===== config.mk =====
export PLATFORM = sky130hd
export DESIGN_NAME = bure_stage_id
export DESIGN_NICKNAME = d
export VERILOG_FILES = /design/src/rtl/bure_stage_id.sv
export SDC_FILE = /design/constraint.sdc
export NUM_CORES = 1
export LEC_CHECK = 0
export ABC_AREA = 1
export CAP_MARGIN = 40
export CORE_UTILIZATION = 40
export CTS_CLUSTER_SIZE = 25
export DETAILED_ROUTE_END_ITERATION = 10
export PLACE_DENSITY = 0.71
export SLEW_MARGIN = 25
export SYNTH_ARGS = -nofsm -noshare
export SYNTH_HDL_FRONTEND = slang
export SYNTH_SLANG_ARGS = --single-unit

===== constraint.sdc =====
create_clock -name i_clk -period 2.7 [get_ports i_clk]
set_clock_uncertainty 0.15 [all_clocks]
set_input_delay 0.27 -clock i_clk [delete_from_list [all_inputs] [get_ports i_clk]]
set_output_delay 0.27 -clock i_clk [all_outputs]
set_load 0.02 [all_outputs]

===== src/rtl/bure_stage_id.sv =====
// RV32I instruction-decode stage: single-entry registered micro-op between fetch and execute.
// Owns the IF->ID handshake (valid/ready) and drops the held and incoming instruction on flush.
module bure_stage_id #(
  parameter int DATA_WIDTH  = 32,
  parameter int ADDR_WIDTH  = 32,
  parameter int INSTR_WIDTH = 32
) (
  input  logic                   i_clk,
  input  logic                   i_rstn,
  input  logic                   i_flush,
  input  logic                   i_instr_valid,
  input  logic [INSTR_WIDTH-1:0] i_instr,
  input  logic [ADDR_WIDTH-1:0]  i_pc,
  output logic                   o_instr_ready,
  output logic                   o_valid,
  input  logic                   i_ready,
  output logic [ADDR_WIDTH-1:0]  o_pc,
  output logic [3:0]             o_op_class,
  output logic [2:0]             o_funct3,
  output logic                   o_funct7b5,
  output logic [4:0]             o_rs1_addr,
  output logic [4:0]             o_rs2_addr,
  output logic [4:0]             o_rd_addr,
  output logic                   o_rs1_used,
  output logic                   o_rs2_used,
  output logic                   o_rd_we,
  output logic [DATA_WIDTH-1:0]  o_imm,
  output logic                   o_illegal
);

  localparam logic [3:0] CLS_NONE   = 4'd0;
  localparam logic [3:0] CLS_OP     = 4'd1;
  localparam logic [3:0] CLS_OP_IMM = 4'd2;
  localparam logic [3:0] CLS_LOAD   = 4'd3;
  localparam logic [3:0] CLS_STORE  = 4'd4;
  localparam logic [3:0] CLS_BRANCH = 4'd5;
  localparam logic [3:0] CLS_JAL    = 4'd6;
  localparam logic [3:0] CLS_JALR   = 4'd7;
  localparam logic [3:0] CLS_LUI    = 4'd8;
  localparam logic [3:0] CLS_AUIPC  = 4'd9;
  localparam logic [3:0] CLS_FENCE  = 4'd10;
  localparam logic [3:0] CLS_SYSTEM = 4'd11;

  localparam logic [6:0] OPC_OP     = 7'b0110011;
  localparam logic [6:0] OPC_OP_IMM = 7'b0010011;
  localparam logic [6:0] OPC_LOAD   = 7'b0000011;
  localparam logic [6:0] OPC_STORE  = 7'b0100011;
  localparam logic [6:0] OPC_BRANCH = 7'b1100011;
  localparam logic [6:0] OPC_JAL    = 7'b1101111;
  localparam logic [6:0] OPC_JALR   = 7'b1100111;
  localparam logic [6:0] OPC_LUI    = 7'b0110111;
  localparam logic [6:0] OPC_AUIPC  = 7'b0010111;
  localparam logic [6:0] OPC_FENCE  = 7'b0001111;
  localparam logic [6:0] OPC_SYSTEM = 7'b1110011;

  localparam logic [6:0] F7_ZERO = 7'b0000000;
  localparam logic [6:0] F7_ALT  = 7'b0100000;

  // Field extraction
  logic [6:0] opcode;
  logic [2:0] funct3;
  logic [6:0] funct7;
  logic [4:0] rs1_addr;
  logic [4:0] rs2_addr;
  logic [4:0] rd_addr;

  assign opcode   = i_instr[6:0];
  assign funct3   = i_instr[14:12];
  assign funct7   = i_instr[31:25];
  assign rs1_addr = i_instr[19:15];
  assign rs2_addr = i_instr[24:20];
  assign rd_addr  = i_instr[11:7];

  // Immediate formats, all sign-extended from instr[31]
  logic [31:0] imm_i;
  logic [31:0] imm_s;
  logic [31:0] imm_b;
  logic [31:0] imm_j;
  logic [31:0] imm_u;

  assign imm_i = {{20{i_instr[31]}}, i_instr[31:20]};
  assign imm_s = {{20{i_instr[31]}}, i_instr[31:25], i_instr[11:7]};
  assign imm_b = {{19{i_instr[31]}}, i_instr[31], i_instr[7], i_instr[30:25], i_instr[11:8], 1'b0};
  assign imm_j = {{11{i_instr[31]}}, i_instr[31], i_instr[19:12], i_instr[20], i_instr[30:21], 1'b0};
  assign imm_u = {i_instr[31:12], 12'b0};

  // Decoded (combinational) micro-op
  logic [3:0]  cls_d;
  logic        rs1_used_d;
  logic        rs2_used_d;
  logic        writes_rd;
  logic        illegal_d;
  logic [31:0] imm32_d;
  logic        rd_we_d;
  logic [DATA_WIDTH-1:0] imm_d;

  always_comb begin
    cls_d      = CLS_NONE;
    rs1_used_d = 1'b0;
    rs2_used_d = 1'b0;
    writes_rd  = 1'b0;
    illegal_d  = 1'b0;
    imm32_d    = 32'd0;

    unique case (opcode)
      OPC_OP: begin
        cls_d      = CLS_OP;
        rs1_used_d = 1'b1;
        rs2_used_d = 1'b1;
        writes_rd  = 1'b1;
        if (funct7 == F7_ZERO) begin
          illegal_d = 1'b0;
        end else if (funct7 == F7_ALT) begin
          illegal_d = !((funct3 == 3'b000) || (funct3 == 3'b101));
        end else begin
          illegal_d = 1'b1;
        end
      end
      OPC_OP_IMM: begin
        cls_d      = CLS_OP_IMM;
        rs1_used_d = 1'b1;
        writes_rd  = 1'b1;
        imm32_d    = imm_i;
        // Shift-immediates reuse the upper imm bits as a funct7 selector
        if (funct3 == 3'b001) begin
          illegal_d = (funct7 != F7_ZERO);
        end else if (funct3 == 3'b101) begin
          illegal_d = (funct7 != F7_ZERO) && (funct7 != F7_ALT);
        end
      end
      OPC_LOAD: begin
        cls_d      = CLS_LOAD;
        rs1_used_d = 1'b1;
        writes_rd  = 1'b1;
        imm32_d    = imm_i;
        illegal_d  = (funct3 == 3'b011) || (funct3 == 3'b110) || (funct3 == 3'b111);
      end
      OPC_STORE: begin
        cls_d      = CLS_STORE;
        rs1_used_d = 1'b1;
        rs2_used_d = 1'b1;
        imm32_d    = imm_s;
        illegal_d  = (funct3 > 3'b010);
      end
      OPC_BRANCH: begin
        cls_d      = CLS_BRANCH;
        rs1_used_d = 1'b1;
        rs2_used_d = 1'b1;
        imm32_d    = imm_b;
        illegal_d  = (funct3 == 3'b010) || (funct3 == 3'b011);
      end
      OPC_JAL: begin
        cls_d     = CLS_JAL;
        writes_rd = 1'b1;
        imm32_d   = imm_j;
      end
      OPC_JALR: begin
        cls_d      = CLS_JALR;
        rs1_used_d = 1'b1;
        writes_rd  = 1'b1;
        imm32_d    = imm_i;
        illegal_d  = (funct3 != 3'b000);
      end
      OPC_LUI: begin
        cls_d     = CLS_LUI;
        writes_rd = 1'b1;
        imm32_d   = imm_u;
      end
      OPC_AUIPC: begin
        cls_d     = CLS_AUIPC;
        writes_rd = 1'b1;
        imm32_d   = imm_u;
      end
      OPC_FENCE: begin
        cls_d = CLS_FENCE;
      end
      OPC_SYSTEM: begin
        cls_d = CLS_SYSTEM;
      end
      default: begin
        illegal_d = 1'b1;
      end
    endcase

    // Compressed-space encodings never reach a legal opcode, but guard explicitly
    if (i_instr[1:0] != 2'b11) begin
      illegal_d = 1'b1;
    end

    if (illegal_d) begin
      cls_d      = CLS_NONE;
      rs1_used_d = 1'b0;
      rs2_used_d = 1'b0;
      writes_rd  = 1'b0;
      imm32_d    = 32'd0;
    end
  end

  assign rd_we_d = writes_rd && (rd_addr != 5'd0);
  assign imm_d   = DATA_WIDTH'($signed(imm32_d));

  // Handshake
  logic valid_q;
  logic valid_d;
  logic accept;

  assign o_instr_ready = !valid_q || i_ready;
  assign accept        = i_instr_valid && o_instr_ready && !i_flush;

  always_comb begin
    valid_d = valid_q;
    if (i_flush) begin
      valid_d = 1'b0;
    end else if (accept) begin
      valid_d = 1'b1;
    end else if (i_ready) begin
      valid_d = 1'b0;
    end
  end

  // Payload registers; only loaded on accept, otherwise hold
  logic [ADDR_WIDTH-1:0] pc_q;
  logic [3:0]            cls_q;
  logic [2:0]            funct3_q;
  logic                  funct7b5_q;
  logic [4:0]            rs1_addr_q;
  logic [4:0]            rs2_addr_q;
  logic [4:0]            rd_addr_q;
  logic                  rs1_used_q;
  logic                  rs2_used_q;
  logic                  rd_we_q;
  logic [DATA_WIDTH-1:0] imm_q;
  logic                  illegal_q;

  always_ff @(posedge i_clk or negedge i_rstn) begin
    if (!i_rstn) begin
      valid_q    <= 1'b0;
      pc_q       <= '0;
      cls_q      <= CLS_NONE;
      funct3_q   <= 3'd0;
      funct7b5_q <= 1'b0;
      rs1_addr_q <= 5'd0;
      rs2_addr_q <= 5'd0;
      rd_addr_q  <= 5'd0;
      rs1_used_q <= 1'b0;
      rs2_used_q <= 1'b0;
      rd_we_q    <= 1'b0;
      imm_q      <= '0;
      illegal_q  <= 1'b0;
    end else begin
      valid_q <= valid_d;
      if (accept) begin
        pc_q       <= i_pc;
        cls_q      <= cls_d;
        funct3_q   <= funct3;
        funct7b5_q <= i_instr[30];
        rs1_addr_q <= rs1_addr;
        rs2_addr_q <= rs2_addr;
        rd_addr_q  <= rd_addr;
        rs1_used_q <= rs1_used_d;
        rs2_used_q <= rs2_used_d;
        rd_we_q    <= rd_we_d;
        imm_q      <= imm_d;
        illegal_q  <= illegal_d;
      end
    end
  end

  assign o_valid    = valid_q;
  assign o_pc       = pc_q;
  assign o_op_class = cls_q;
  assign o_funct3   = funct3_q;
  assign o_funct7b5 = funct7b5_q;
  assign o_rs1_addr = rs1_addr_q;
  assign o_rs2_addr = rs2_addr_q;
  assign o_rd_addr  = rd_addr_q;
  assign o_rs1_used = rs1_used_q;
  assign o_rs2_used = rs2_used_q;
  assign o_rd_we    = rd_we_q;
  assign o_imm      = imm_q;
  assign o_illegal  = illegal_q;

endmodule


==> metrics.txt, run 1 <==
status=complete, no violations; global-route wire length before repair=19.9 mm; Die X=108 um; Hold Path Class=input port to register; worst vdd ir=307 uV; gr usage total=0.221; synthesis-stage register bit count=92; initial antenna violation count=0; Post-CTS Resized=0; hold_sp=i_pc[14]; total CTS buffers=9; Pins Over Slew Limit=0; CP Data Arrival Time=2.29 ns; Setup Total Neg Slack=0 ns; Root Buffer=clkbuf_8; synth warn=0; Layout area overhead=43.3%; DP Worst Slack=0.193 ns; Critical Path RT=2.81 ns; Max-cap violations=0; RSZ-0062 raised after global routing=no; Post-Synthesis Cells=548; vias per inst=4.85; share of cells above drive strength 1=0.122; Max stage delay on crit path=0.54 ns; Chip Height=108 um; gpl congestion=0.899; most common cell in the netlist=nand2_1; Post-synth EDFFs=0; synthesized net count=617; minimum clock period=2.17 ns; maximum operating frequency=461 MHz; Netlist Area Pre-Place=4500 um^2; Seq/Total Area, Yosys=0.512; Hold Path Stages=3; CTS Buffer Depth=2; Cell Pwr Density=526 nW/um^2; crit end category=register; FFs w/ async S/R, synth=1.00; critical path type=input port to register; P_int=2.42 mW; R2R Path End=o_op_class[1]; met1 WL=5.51 mm; WL final=12.3 mm; # diodes=0; largest net degree at the start of global routing=66; uppermost layer routed=met4; vias in the first global route=4094; antenna viol nets, final=0; Worst Hold End=o_pc[14]; drt drc=0; Final Hold Fails=0; final setup violation count=0; clk slew on worst S/H paths=0.09 ns; CTS tree=done; CP max-delay cell=clkdlybuf4s50_1; metal2 WL=5.92 mm; Clock Latency Late Sink=0.35 ns; Logic pwr share=0.240; Buf+Inv Stages, Crit Path=2; Yosys top cell area share=0.512; crit path max fanout=27; reg2reg path depth=8; Static Leakage=3.03 nW; worst setup margin=0.529 ns; Mean Syn Cell Area=8.20 um^2; FP Rows=38; worst path cell trace=clkdlybuf4s50_1, nand2_1, nor2_4, nand3_2, inv_2, nor2_1, nand2_2, nand3_4, o21ai_0; clock network power share=0.297; Sw Share=0.286; DR pass1 iterations=4; post-DP HPWL=9.19 mm; Slew HR=0.575; Area contributors post-synth=dfrtp_1 (51%), nand2_1 (23%), a21oi_2 (2.9%); Reg-to-Reg Start=o_valid; H-tree depth=3; fill cell count=1016; Netlist cell types=33; clock sink total=92; most instantiated cells after synthesis=nand2_1 (280), dfrtp_1 (92), nand3_1 (21), nor2_1 (18), o21ai_0 (18); Port Buf Inserts=161; final worst-path cycle share=0.804; CP delay by family, top=simple AND/OR/NAND/NOR gates; drt initial violations=300; Initial Util=0.413; core area=10900 um^2; DR vias=4101; die area=11700 um^2; total grt overflow=0; Critical Path Source Type=input port; switching power=968 uW; met3 wire length=630 um; I/O pin count=162; Yosys top cell by area=dfrtp_1; sequential power share=0.463; Slew @ Worst Pin=0.637 ns; routed len/inst=14.6 um; r2r setup slk=0.86 ns; dominant synthesized flop cell=dfrtp_1; Layout Nets=771
## cell usage in the layout (no fill, tap or decap), drive strengths merged
master,synthesis,final
o21ai,38,38
nand4,2,2
inv,22,22
bufinv,0,2
nor2,30,30
a21oi,17,17
clkdlybuf4s50,0,160
nor3,2,2
clkbuf,7,11
nand3b,1,1
buf,18,7
mux2i,1,1
nand3,27,27
dfrtp,92,92
o21a,1,1
o22ai,2,2
dlygate4sd3,0,1
nand2,288,288
clkinv,0,2
## what timing repair did
action,CTS,global route
buffers inserted,0,0
hold buffers,1,0
endpoints found under the setup margin,0,0
hold endpoints to repair,46,0
## through the flow
stage	hold WS, ns	instances	power [mW]	cell area, um^2	utilization
2_1_floorplan	-0.176	548	1.94	4500	-
3_3_place_gp	0.170	830	2.40	6220	0.571
3_5_place_dp	0.179	830	2.41	6220	0.571
4_1_cts	0.285	846	3.42	6440	0.592
5_1_grt	0.306	846	3.54	6440	0.592
6_report	0.297	846	3.39	6440	0.592
## final cells by class
cell class / count / area, um^2 / area share
Sequential cell: 92 / 2300 / 0.357
Timing Repair Buffer: 168 / 1700 / 0.264
Inverter: 22 / 82.6 / 0.0128
Multi-Input combinational cell: 409 / 1960 / 0.305
Tap cell: 140 / 175 / 0.0272
Clock buffer: 11 / 141 / 0.0220
Clock inverter: 4 / 73.8 / 0.0115
## worst max path at each step
stage	end	startpoint	slack (ns)	cells after the start
3_3_place_gp	o_imm[20]	i_instr[4]	0.25	10
6_report	o_imm[11]	i_instr[2]	0.53	9
2_1_floorplan	o_rs1_used	o_valid	0.98	8
5_1_grt	o_imm[10]	i_instr[2]	0.35	9
4_1_cts	o_imm[9]	i_instr[2]	0.56	9
3_5_place_dp	o_imm[11]	i_instr[2]	0.19	9
## cells by family (layout without fill, tap and decap cells)
logic type      Yosys count  after routing  share of synthesized area
compound gates           58             58                     0.0924
buf+inv                  47            205                     0.0523
flops                    92             92                      0.512
mux                       1              1                    0.00223
simple gates            350            350                      0.341
## sequential cells by signal, indices dropped and copies added (netlist names), 3 cells and up
signal	count
o_op_class	4
o_rd_addr	5
o_rs2_addr	5
o_funct3	3
o_imm	32
o_pc	32
o_rs1_addr	5
## power groups by stage
stage	sequential [mW]	clock, mW	combinational [mW]
CTS	1.57	1.03	0.821
floorplan	1.75	0	0.199
detailed placement	1.59	0	0.817
global placement	1.59	0	0.806
finish	1.57	1.01	0.812
global route	1.58	1.07	0.881
## per-layer routing
layer | global-route usage | vias to the layer above
li1 | - | 2026
met1 | 0.293 | 1935
met2 | 0.368 | 125
met3 | 0.0259 | 15
met4 | 0.0920 | 0
met5 | 0 | -
## worst min-delay path, stage by stage
cell	delay (ns)
clkdlybuf4s50_1	0.40
nand2_1	0.06
nand2_1	0.04
(Power assumes the default switching activity.)
==> run 2, diff against run 1 <==
Clock period 2.7 ns to 2.23 ns, I/O delays scaled along.
==> run 2 against run 1 <==
Compared with the run above: hold slack worse by 0.046 ns; core utilization up 1.5 points; largest power group unchanged; highest routed layer unchanged; worst setup slack worse by 0.27 ns; first-iteration DRC count down 24%; non-clock buffer count up 19; critical path depth down 5; register-to-register slack worse by 0.33 ns; critical endpoint is now o_instr_ready; die area unchanged; sequential power up 21%; combinational power up 23%; power up 20%; largest cell class unchanged.
==> metrics.txt, run 2 (same netlist as run 1, synthesis figures left out) <==
cell repeated most along the worst path=inv_1; drt initial violations=228 (was 300); largest net degree at the start of global routing=52 (was 66); Chip Height=108 um (unchanged); DR pass1 iterations=5 (was 4); drt drc=0 (unchanged); # diodes=0 (unchanged); CP Data Arrival Time=1.60 ns (was 2.29 ns); Port Buf Inserts=161 (unchanged); Setup Fix Bufs, Post-CTS=0 (unchanged); final worst-path cycle share=0.883; commonest cells after routing, fill and taps aside=nand2_1 (280), clkdlybuf4s50_1 (160), dfrtp_1 (92) (unchanged); I/O pin count=162 (unchanged); minimum clock period=1.97 ns; die area=11700 um^2 (unchanged); total CTS buffers=9 (unchanged); share of cells above drive strength 1=0.146 (was 0.122); CTS tree=done (unchanged); Root Buffer=clkbuf_8 (unchanged); status=complete, no violations (unchanged); Slew @ Worst Pin=0.599 ns (was 0.637 ns); Layout area overhead=47.0% (was 43.3%); Hold Path Class=input port to register (unchanged); routed len/inst=14.2 um (was 14.6 um); initial antenna violation count=0 (unchanged); Cell Pwr Density=616 nW/um^2 (was 526 nW/um^2); worst vdd ir=294 uV (was 307 uV); Pins Over Slew Limit=0 (unchanged); metal2 WL=5.94 mm (was 5.92 mm); Post-CTS Resized=0 (unchanged); worst path cell trace=inv_1, nor2_1, inv_1, clkdlybuf4s50_1 (was clkdlybuf4s50_1, nand2_1, nor2_4, nand3_2, inv_2, nor2_1, nand2_2, nand3_4, o21ai_0); WL final=12.3 mm (about the same); uppermost layer routed=met4 (unchanged); fin cells=866 (was 846); Layout Nets=790 (was 771); crit end category=primary output (was register); Die X=108 um (unchanged); antenna viol nets, final=0 (unchanged); final setup violation count=0 (unchanged); CP max-delay cell=clkdlybuf4s50_1 (unchanged); DR vias=4135 (was 4101); clk slew on worst S/H paths=0.09 ns (about the same); met3 wire length=639 um (was 630 um); Slew HR=0.600 (was 0.575); placed insts=849 (was 830); Setup Total Neg Slack=0 ns (unchanged); Static Leakage=3.13 nW (was 3.03 nW); gr usage total=0.222 (was 0.221); Final Hold Fails=0 (unchanged); CTS Buffer Depth=2 (unchanged); Max-cap violations=0 (unchanged); post-DP HPWL=9.49 mm (was 9.19 mm); Max stage delay on crit path=0.54 ns (about the same); core area=10900 um^2 (unchanged); Tot Pwr=4.07 mW (was 3.39 mW); most common cell after layout, fill and taps aside=nand2_1 (unchanged); worst setup margin=0.262 ns (was 0.529 ns); met1 WL=5.45 mm (was 5.51 mm); gpl congestion=0.972 (was 0.899); Critical Path RT=1.86 ns (was 2.81 ns); fill cell count=988 (was 1016); Clock Latency Late Sink=0.35 ns (about the same); critical path type=register to primary output (was input port to register); Initial Util=0.413 (unchanged); Critical Path Source Type=register (was input port); vias per inst=4.77 (was 4.85); total grt overflow=0 (unchanged); global-route wire length before repair=19.9 mm (about the same); FP Rows=38 (unchanged); RSZ-0062 raised after global routing=no (unchanged); H-tree depth=3 (unchanged); crit path max fanout=2 (was 27); DP Worst Slack=0.0530 ns (was 0.193 ns); clock sink total=92 (unchanged); vias in the first global route=4071 (was 4094); maximum operating frequency=508 MHz
run 2: changes by cell type in the layout (fill, tap and decap cells not counted), sizes merged:
cell / before / now
buf: 7 / 26
bufinv: 2 / 1
clkbuf: 11 / 13
run 2: path summary, 6_finish.rpt:
kind                            slack, ns       endpoint     start  cells past startpoint
worst min register to register       0.33        o_pc[7]   o_pc[7]                      2
max in group asynchronous            0.99        o_rd_we    i_rstn                      3
min in group asynchronous            0.26  o_rs1_addr[3]    i_rstn                      2
worst max register to register       0.53       o_imm[4]   o_valid                      7
worst min-delay path                 0.25       o_pc[14]  i_pc[14]                      3
worst max-delay path                 0.26  o_instr_ready   o_valid                      4
run 2: layer usage:
layer | vias to the layer above | global-route usage
li1 | 2057 | -
met1 | 1939 | 0.290
met2 | 122 | 0.374
met3 | 17 | 0.0223
met4 | 0 | 0.0959
met5 | - | 0
run 2: where the power goes:
| part | switching [mW] | internal (mW) |
|---|---|---|
| combinational | 0.526 | 0.472 |
| sequential | 0.0797 | 1.82 |
| clock | 0.564 | 0.611 |
| total | 1.17 | 2.90 |
run 2: area by class of cell:
| class | instances | area [um^2] | share of cell area |
|---|---|---|---|
| Multi-Input combinational cell | 409 | 1960 | 0.297 |
| Tap cell | 140 | 175 | 0.0265 |
| Clock buffer | 13 | 169 | 0.0256 |
| Timing Repair Buffer | 187 | 1870 | 0.283 |
| Sequential cell | 92 | 2300 | 0.348 |
| Inverter | 22 | 82.6 | 0.0125 |
| Clock inverter | 3 | 43.8 | 0.00663 |
run 2: timing repair:
item,in CTS,in global routing
hold buffers,1,0
endpoints found under the hold margin,45,0
endpoints found under the setup margin,0,0
run 2: metrics by stage:
step                      utilization  hold slack [ns]  area (um^2)
after floorplan                     -           -0.223         4500
after global placement          0.586            0.117         6380
after detailed placement        0.586            0.122         6380
after CTS                       0.607            0.239         6610
after global routing            0.607            0.264         6610
final                           0.607            0.252         6610
run 2: critical path: cells and delay by family, from the launching register on:
kind,cells,cell delay (ns)
buf+inv,3,0.67
flops,1,0.37
simple gates,1,0.20
==> run 3, diff against run 2 <==
Settings changed: GPL_TIMING_DRIVEN set to 1.
==> results of run 3 <==
Final layout, timing and power as in run 2 (identical DEF).
